$ cat src/rtl/risc_cunit.sv
// risc_cunit - multicycle control unit for the 13-bit RISC core.
//
// Sequences the instruction unit through fetch, decode, execute and
// writeback. Drives the instruction-unit strobes (ir_ld, pc_inc, pc_ld),
// the ALU opcode and the register-file addresses / write enable.
//
// Ports:
//   clk, rst_n            system clock, asynchronous active-low reset
//   start                 begin execution from IDLE or HALT (level)
//   ir[12:0]              instruction register: op[12:9] rd[8:6]
//                         rs1[5:3] rs2[2:0], jump target [4:0]
//   imem_ack              instruction word is on the iunit bus
//   imem_req              fetch request (FETCH)
//   ir_ld                 iunit loads ir (FETCH & imem_ack)
//   pc_inc / pc_ld        iunit pc increment / load from pc_target
//   pc_target[4:0]        jump target
//   alu_op[3:0]           latched opcode
//   rf_ra/rf_rb/rf_wa     register-file addresses (rs1 / rs2 / rd)
//   rf_we                 register-file write enable (WB only)
//   busy / halted         FETCH..WB / HALT
//   retire_cnt            retired-instruction counter, wraps
//
// state   | meaning
// --------+-----------------------------------------------------------
// IDLE    | after reset, waits for start
// FETCH   | imem_req high; waits for imem_ack, then ir is loaded
// DECODE  | ir fields captured into the latched-field registers
// EXECUTE | ALU inputs valid; NOP/HLT bump pc, JMP loads pc
// WB      | register-file write, pc increment
// HALT    | stopped after HLT; start resumes at the next pc

module risc_cunit #(
    parameter int RETIRE_W = 8
) (
    input  logic                clk,
    input  logic                rst_n,
    input  logic                start,
    input  logic [12:0]         ir,
    input  logic                imem_ack,
    output logic                imem_req,
    output logic                ir_ld,
    output logic                pc_inc,
    output logic                pc_ld,
    output logic [4:0]          pc_target,
    output logic [3:0]          alu_op,
    output logic [2:0]          rf_ra,
    output logic [2:0]          rf_rb,
    output logic [2:0]          rf_wa,
    output logic                rf_we,
    output logic                busy,
    output logic                halted,
    output logic [RETIRE_W-1:0] retire_cnt
);

    localparam logic [3:0] OP_NOP = 4'd0;
    localparam logic [3:0] OP_JMP = 4'd14;
    localparam logic [3:0] OP_HLT = 4'd15;

    typedef enum logic [2:0] {
        S_IDLE    = 3'd0,
        S_FETCH   = 3'd1,
        S_DECODE  = 3'd2,
        S_EXECUTE = 3'd3,
        S_WB      = 3'd4,
        S_HALT    = 3'd5
    } state_t;

    state_t state_q, state_d;

    logic [3:0] opcode_q, opcode_d;
    logic [2:0] rd_q, rd_d;
    logic [2:0] rs1_q, rs1_d;
    logic [2:0] rs2_q, rs2_d;
    logic [4:0] target_q, target_d;

    logic [RETIRE_W-1:0] retire_q, retire_d;

    logic imem_req_q, imem_req_d;
    logic pc_inc_q, pc_inc_d;
    logic pc_ld_q, pc_ld_d;
    logic rf_we_q, rf_we_d;
    logic busy_q, busy_d;
    logic halted_q, halted_d;

    logic op_is_alu;
    logic op_d_is_alu;

    assign op_is_alu   = (opcode_q != OP_NOP) && (opcode_q < OP_JMP);
    assign op_d_is_alu = (opcode_d != OP_NOP) && (opcode_d < OP_JMP);

    // Next state, latched fields and retire counter.
    always_comb begin
        state_d  = state_q;
        opcode_d = opcode_q;
        rd_d     = rd_q;
        rs1_d    = rs1_q;
        rs2_d    = rs2_q;
        target_d = target_q;
        retire_d = retire_q;

        unique case (state_q)
            S_IDLE: begin
                if (start) begin
                    state_d = S_FETCH;
                end
            end
            S_FETCH: begin
                if (imem_ack) begin
                    state_d = S_DECODE;
                end
            end
            S_DECODE: begin
                opcode_d = ir[12:9];
                rd_d     = ir[8:6];
                rs1_d    = ir[5:3];
                rs2_d    = ir[2:0];
                target_d = ir[4:0];
                state_d  = S_EXECUTE;
            end
            S_EXECUTE: begin
                if (op_is_alu) begin
                    state_d = S_WB;
                end else begin
                    // NOP, JMP and HLT retire here; ALU ops retire in WB.
                    retire_d = retire_q + RETIRE_W'(1);
                    state_d  = (opcode_q == OP_HLT) ? S_HALT : S_FETCH;
                end
            end
            S_WB: begin
                retire_d = retire_q + RETIRE_W'(1);
                state_d  = S_FETCH;
            end
            S_HALT: begin
                if (start) begin
                    state_d = S_FETCH;
                end
            end
            default: begin
                state_d = S_IDLE;
            end
        endcase
    end

    // Moore outputs for the state being entered, so each registered
    // strobe is valid for exactly the cycle the FSM spends in that state.
    always_comb begin
        imem_req_d = (state_d == S_FETCH);
        busy_d     = (state_d == S_FETCH)   || (state_d == S_DECODE) ||
                     (state_d == S_EXECUTE) || (state_d == S_WB);
        halted_d   = (state_d == S_HALT);
        rf_we_d    = (state_d == S_WB);
        pc_ld_d    = (state_d == S_EXECUTE) && (opcode_d == OP_JMP);
        pc_inc_d   = (state_d == S_WB) ||
                     ((state_d == S_EXECUTE) && !op_d_is_alu &&
                      (opcode_d != OP_JMP));
    end

    always_ff @(posedge clk or negedge rst_n) begin
        if (!rst_n) begin
            state_q    <= S_IDLE;
            opcode_q   <= '0;
            rd_q       <= '0;
            rs1_q      <= '0;
            rs2_q      <= '0;
            target_q   <= '0;
            retire_q   <= '0;
            imem_req_q <= 1'b0;
            pc_inc_q   <= 1'b0;
            pc_ld_q    <= 1'b0;
            rf_we_q    <= 1'b0;
            busy_q     <= 1'b0;
            halted_q   <= 1'b0;
        end else begin
            state_q    <= state_d;
            opcode_q   <= opcode_d;
            rd_q       <= rd_d;
            rs1_q      <= rs1_d;
            rs2_q      <= rs2_d;
            target_q   <= target_d;
            retire_q   <= retire_d;
            imem_req_q <= imem_req_d;
            pc_inc_q   <= pc_inc_d;
            pc_ld_q    <= pc_ld_d;
            rf_we_q    <= rf_we_d;
            busy_q     <= busy_d;
            halted_q   <= halted_d;
        end
    end

    // ir_ld is the only output that follows an input within the cycle.
    assign ir_ld      = (state_q == S_FETCH) && imem_ack;

    assign imem_req   = imem_req_q;
    assign pc_inc     = pc_inc_q;
    assign pc_ld      = pc_ld_q;
    assign rf_we      = rf_we_q;
    assign busy       = busy_q;
    assign halted     = halted_q;
    assign retire_cnt = retire_q;

    // Field outputs come straight from the latched registers; they are
    // meaningful in EXECUTE and held through WB.
    assign alu_op     = opcode_q;
    assign rf_ra      = rs1_q;
    assign rf_rb      = rs2_q;
    assign rf_wa      = rd_q;
    assign pc_target  = target_q;

endmodule

$ cat config.mk
export PLATFORM = sky130hd
export DESIGN_NAME = risc_cunit
export DESIGN_NICKNAME = d
export VERILOG_FILES = /design/src/rtl/risc_cunit.sv
export SDC_FILE = /design/constraint.sdc
export NUM_CORES = 1
export LEC_CHECK = 0
export ABC_AREA = 1
export CAP_MARGIN = 15
export CORE_MARGIN = 4
export CORE_UTILIZATION = 44
export DETAILED_ROUTE_END_ITERATION = 12
export HOLD_SLACK_MARGIN = 0.06
export PLACE_DENSITY = 0.75
export SLEW_MARGIN = 40
export SYNTH_ARGS = -nofsm -noshare
export SYNTH_HDL_FRONTEND = slang
export SYNTH_SLANG_ARGS = --single-unit
$ cat constraint.sdc
create_clock -name clk -period 1.4 [get_ports clk]
set_input_delay 0.14 -clock clk [delete_from_list [all_inputs] [get_ports clk]]
set_output_delay 0.14 -clock clk [all_outputs]
set_load 0.005 [all_outputs]
Word-level counts from Yosys, hierarchy flattened
Cells that the tools add are included.
{ "totals": {"register_bits": 35, "inputBits": 17, "output_inout_bits": 33} }
{ "classes": {"addsub": 1, "n_lt_le_gt_ge": 2, "eq_ne": 14, "n_reduce_logical": 17, "mux": 8} }
{ "op_table": {"columns": ["cell", "count"], "rows": [
  ["case mux 8 bit (2 select lines)", 1],
  ["case mux 3 bit (5 select lines)", 1],
  ["== test 3 x 2 -> 1 bit, second input constant", 4],
  ["== test 3 bit, second input constant", 4],
  ["two-way mux 3 bit", 4],
  ["adder 8 x 1 -> 8 bit, second input constant", 1],
  ["== test 4 bit, second input constant", 2],
  ["< comparator 4 bit, second input constant", 2],
  ["two-way mux 8 bit", 1],
  ["nonzero test 4 bit", 2],
  ["== test 3 x 1 -> 1 bit, second input constant", 2],
  ["logical AND 1 bit", 6],
  ["logical OR 1 bit", 4],
  ["two-way mux 4 bit", 1],
  ["inequality test 4 bit, second input constant", 1],
  ["logical NOT 3 bit", 1],
  ["inequality test 2 bit, second input constant", 1],
  ["AND reduction 2 bit", 1],
  ["nonzero test 2 bit", 1],
  ["OR reduction 2 bit", 1],
  ["logical NOT 1 bit", 1]
]} }

Depth between registers and ports, before layout
{ "logic_depth": {"depth_word": 8, "ltp_mapped": 10, "depth_no_buf": 9} }

Worst setup path after synthesis
OpenSTA, ideal clock, no wires.
{ "synth_timing": {"path_type": "register -> register", "startpoint": "reg state_q[2]", "endpoint": "reg target_q[2], in the netlist pc_target[2]", "t_arrival_ps": 1144, "stages_incl_launch_ff": 5, "setup_slack_ps": 131, "period_less_slack_ps": 1269, "setup_ps": 125, "path_buffers": 1, "t_required_ps": 1275, "path_cell_list": "dfrtp_1 > inv_2 > nand3_4 > buf_6 > mux2_4"} }
{ "synth_via": {"elab_chain_len": 1} }
{ "synth_rtl": {"columns": ["element", "line_no", "rtl"], "rows": [
  ["start: declaration", "68", "state_t state_q, state_d;"],
  ["start signal: assignment", "174", "state_q <= state_d;"],
  ["== test 3 x 2 -> 1 bit", "101", "unique case (state_q)"],
  ["end signal: assignment", "179", "target_q <= target_d;"],
  ["end: declaration", "74", "logic [4:0] target_q, target_d;"]
]} }
No other way between the ends.
A chain may end at the register's enable or synchronous reset.

Final worst setup path
{ "layout_timing": {"startpoint": "reg state_q[1]", "endpoint": "reg rs1_q[0], in the netlist rf_ra[0]"} }
{ "layout_via": {"elab_chain_len": 1} }
{ "layout_rtl": {"columns": ["element", "line_no", "rtl"], "rows": [
  ["== test 3 x 2 -> 1 bit", "101", null],
  ["end signal: assignment", "177", "rs1_q <= rs1_d;"],
  ["end: declaration", "72", "logic [2:0] rs1_q, rs1_d;"]
]} }
No other way between the ends.

==> impl_metrics.yaml <==
status:
  status: "finished, final reports clean"
yosys:
  yosys.area.top_type: "sky130_fd_sc_hd__dfrtp_1"
  synth.cell_area_um2: 1440
  ys_dominant_reg_cell: "sky130_fd_sc_hd__dfrtp_1"
  synth_seq_cells: 30
  netlist_instances: 144
  synth_async_sr_flop_share_pct: 100
  ys_seq_area_share_pct: 52.2
  synth-edff-count: 0
  cell_variety_after_synth: 22
  synth_top_cells_by_area: "sky130_fd_sc_hd__dfrtp_1, sky130_fd_sc_hd__mux2_4, sky130_fd_sc_hd__nand2_1, sky130_fd_sc_hd__nand2_2, sky130_fd_sc_hd__nor2_1"
  ys_warn_count: 0
  synth.cells.most_frequent: "sky130_fd_sc_hd__dfrtp_1, sky130_fd_sc_hd__nand2_1, sky130_fd_sc_hd__nor2_1, sky130_fd_sc_hd__inv_1, sky130_fd_sc_hd__nand3_1"
  synthDominantCellAreaShare_pct: 52.2
  postSynthNetCount: 162
  syn_area_per_cell_um2: 9.98
pwr:
  seqPwrFrac_pct: 30.1
  max-vdd-ir-drop_v: 0.00126
  fin_total_pwr_mw: 4.89
  total_switching_power_mw: 1.72
  combinational_share_of_power_pct: 56.2
  clock_power_share_pct: 13.7
  internal-power_mw: 3.17
  switching_share_pct: 35.2
  leakagePower_nw: 1.24
  p_per_area_nw_per_um2: 2140
routing:
  routed_wirelength_um: 3350
  first_iter_violations: 21
  routed_wl_per_cell_um: 12.7
  detail-route-antenna-nets: 0
  drt_drc_violations_left: 0
  vias: 1234
  drt-vias-per-instance: 4.67
  detailedRoute.firstPassIterationCount: 4
cts:
  clkTransAtPathRegs_ns: 0.10
  clock_sinks: 30
  cts_made_buffers: 5
  cts-root-buf: "sky130_fd_sc_hd__clkbuf_4"
  cts_max_path_buffers: 2
  cts_hold_repair.buffers: 0
  clock_latency_ns: 0.33
  cts_tree: "done"
  cts_max_level: 2
grt:
  grt-ovfl-total: 0
  grt_antenna_before_repair: 0
  grt_first_pass_wirelength_um: 5420
  routing_usage_on_met3_pct: 6.50
  grt_start_max_net_pins: 31
  met2_usage_pct: 27.3
  vias_in_the_first_global_route: 1257
  global_route.peak_usage_layer: "met2"
  gr-usage-met1_pct: 19.4
  gr-usage-all-layers_pct: 16.3
placed_design:
  post-dp-hpwl_um: 2260
  gp_routability_congestion: 0.811
  port-buffer-count: 49
die:
  coreArea_um2: 3080
  die_width_um: 65.2
  floorplan.initialDensity_pct: 46.7
  floorplan.die_area_um2: 4250
  fp.dieH_um: 65.2
  placementRows: 20
  io_pins: 50
cells_and_area:
  fillerInstances: 222
  nNetsFinal: 237
  antenna_cells: 0
  post_route_cells_drive_above_1_share_pct: 31.4
  area.growth.synth_to_final_pct: 59.4
  multi_input_comb_area_um2: 616
  sequential_cell_area_um2: 754
setup_path:
  worstSetupStartpointType: "register"
  timing.critical_path.required_ns: 1.61
  worstPathArrival_ns: 1.57
  crit_path_end_kind: "register"
  criticalPathCategory: "reg2reg"
  crit_fanout: 11
sta:
  final_worst_path_period_share_pct: 97.1
  timing.clock.skew_ns: 0.0129
  slew-limit-headroom_pct: 75.3
  timing_worst_slew_pin_value_ns: 0.370
  final-max-slew-violation-count: 0
  period_needed_ns: 1.36
  rsz0062_at_grt: "yes"
  max_freq_mhz: 735
  report.final.hold_viol_count: 0
  finalSetupViolations: 0
  totalNegativeSetupSlack_ns: 0
flow_run:
  max_cap_violations: 0
worst_hold_path:
  hold_path.class: "in2async"
[path summary, 6_finish.rpt]
check	startpoint	end	slack (ns)	cells past startpoint
worst max-delay path	state_q[1]	rf_ra[0]	0.04	5
worst min-delay path	rst_n	alu_op[3]	0.18	2
worst max register to register	state_q[1]	rf_ra[0]	0.04	5
worst min register to register	retire_cnt[7]	retire_cnt[7]	0.48	1
max in group asynchronous	rst_n	retire_cnt[3]	0.91	2
min in group clk	ir[0]	rf_rb[0]	0.42	2
[power by group through the flow]
| stage | Sequential (mW) | Clock, mW | Combinational, mW |
|---|---|---|---|
| after global routing | 1.52 | 0.733 | 3.01 |
| final | 1.47 | 0.670 | 2.75 |
| after detailed placement | 1.53 | 0 | 2.23 |
| after global placement | 1.51 | 0 | 2.18 |
| after CTS | 1.46 | 0.694 | 2.50 |
| after floorplan | 1.51 | 0 | 1.21 |
[cells in the final DEF, fill, tap and decap left out, types with 2 or more instances in the layout]
master,Yosys,routed
sky130_fd_sc_hd__xor2_1,4,4
sky130_fd_sc_hd__buf_6,1,2
sky130_fd_sc_hd__nor2_1,13,11
sky130_fd_sc_hd__mux2_4,8,9
sky130_fd_sc_hd__xnor2_1,3,3
sky130_fd_sc_hd__clkbuf_4,0,5
sky130_fd_sc_hd__clkdlybuf4s50_1,0,33
sky130_fd_sc_hd__nand2_2,8,10
sky130_fd_sc_hd__dlygate4sd2_1,0,2
sky130_fd_sc_hd__nand3_1,9,8
sky130_fd_sc_hd__o21ai_0,4,3
sky130_fd_sc_hd__clkinv_2,0,2
sky130_fd_sc_hd__inv_1,10,10
sky130_fd_sc_hd__dlymetal6s2s_1,0,13
sky130_fd_sc_hd__dfrtp_1,30,27
sky130_fd_sc_hd__dfrtp_2,0,3
sky130_fd_sc_hd__inv_2,4,2
sky130_fd_sc_hd__nand2_4,1,2
sky130_fd_sc_hd__inv_4,0,2
sky130_fd_sc_hd__nand2_1,30,27
sky130_fd_sc_hd__buf_4,5,23
sky130_fd_sc_hd__nand4_1,7,7
[through the flow]
stage	utilization, %	setup WS, ns	instance area (µm²)	hold slack (ns)	cells
2_1_floorplan	-	0.131	1440	-0.156	144
3_3_place_gp	64.3	-0.0243	1980	0.461	235
3_5_place_dp	64.3	-0.0463	1980	0.483	235
4_1_cts	69.8	0.00246	2150	0.184	254
5_1_grt	74.4	-0.0509	2290	0.208	264
6_report	74.4	0.0400	2290	0.185	264
[sequential cells by signal (all words and copies together) (netlist names)]
signal / cells
alu_op: 4
busy: 1
halted: 1
imem_req: 1
pc_inc: 1
pc_ld: 1
pc_target: 1
retire_cnt: 8
rf_ra: 3
rf_rb: 2
rf_wa: 3
rf_we: 1
state_q: 3
[per-layer routing]
metal	vias to the layer above	part of all wire [%]
met5	-	0
met4	0	0.75
met3	3	7.8
met2	42	50
met1	579	41
li1	610	-
[critical path: stages, from the launching register on]
cell and delay, ns:
sky130_fd_sc_hd__dfrtp_1 0.41, sky130_fd_sc_hd__buf_6 0.13, sky130_fd_sc_hd__buf_4 0.13, sky130_fd_sc_hd__nand3_4 0.12, sky130_fd_sc_hd__buf_12 0.16, sky130_fd_sc_hd__mux2_4 0.30
[cell families (layout without fill, tap and decap cells)]
group / Yosys count / after routing / synth area share, %
AO/OA/AOI/OAI: 5 / 5 / 1.74
multiplexers: 9 / 9 / 9.14
XOR/XNOR: 7 / 7 / 4.26
buffers and inverters: 21 / 97 / 7.40
AND/OR/NAND/NOR: 71 / 71 / 24.4
adder cells (fa/ha/maj): 1 / 1 / 0.870
flip-flops: 30 / 30 / 52.2
[cell type report]
cell class / count / area share [%]
sequential: 30 / 32.9
multi-input combinational: 93 / 26.9
clock inverter: 3 / 1.75
clock buffer: 5 / 1.64
tap: 44 / 2.40
inverter: 14 / 2.51
timing repair buffer: 75 / 31.9
[what timing repair did]
item | CTS | global route
gates resized for setup | 8 | 28
pin swaps | 0 | 8
buffers inserted | 11 | 10
endpoints found under the setup margin | 9 | 33
Note: power is estimated with default switching activity, not from simulation.
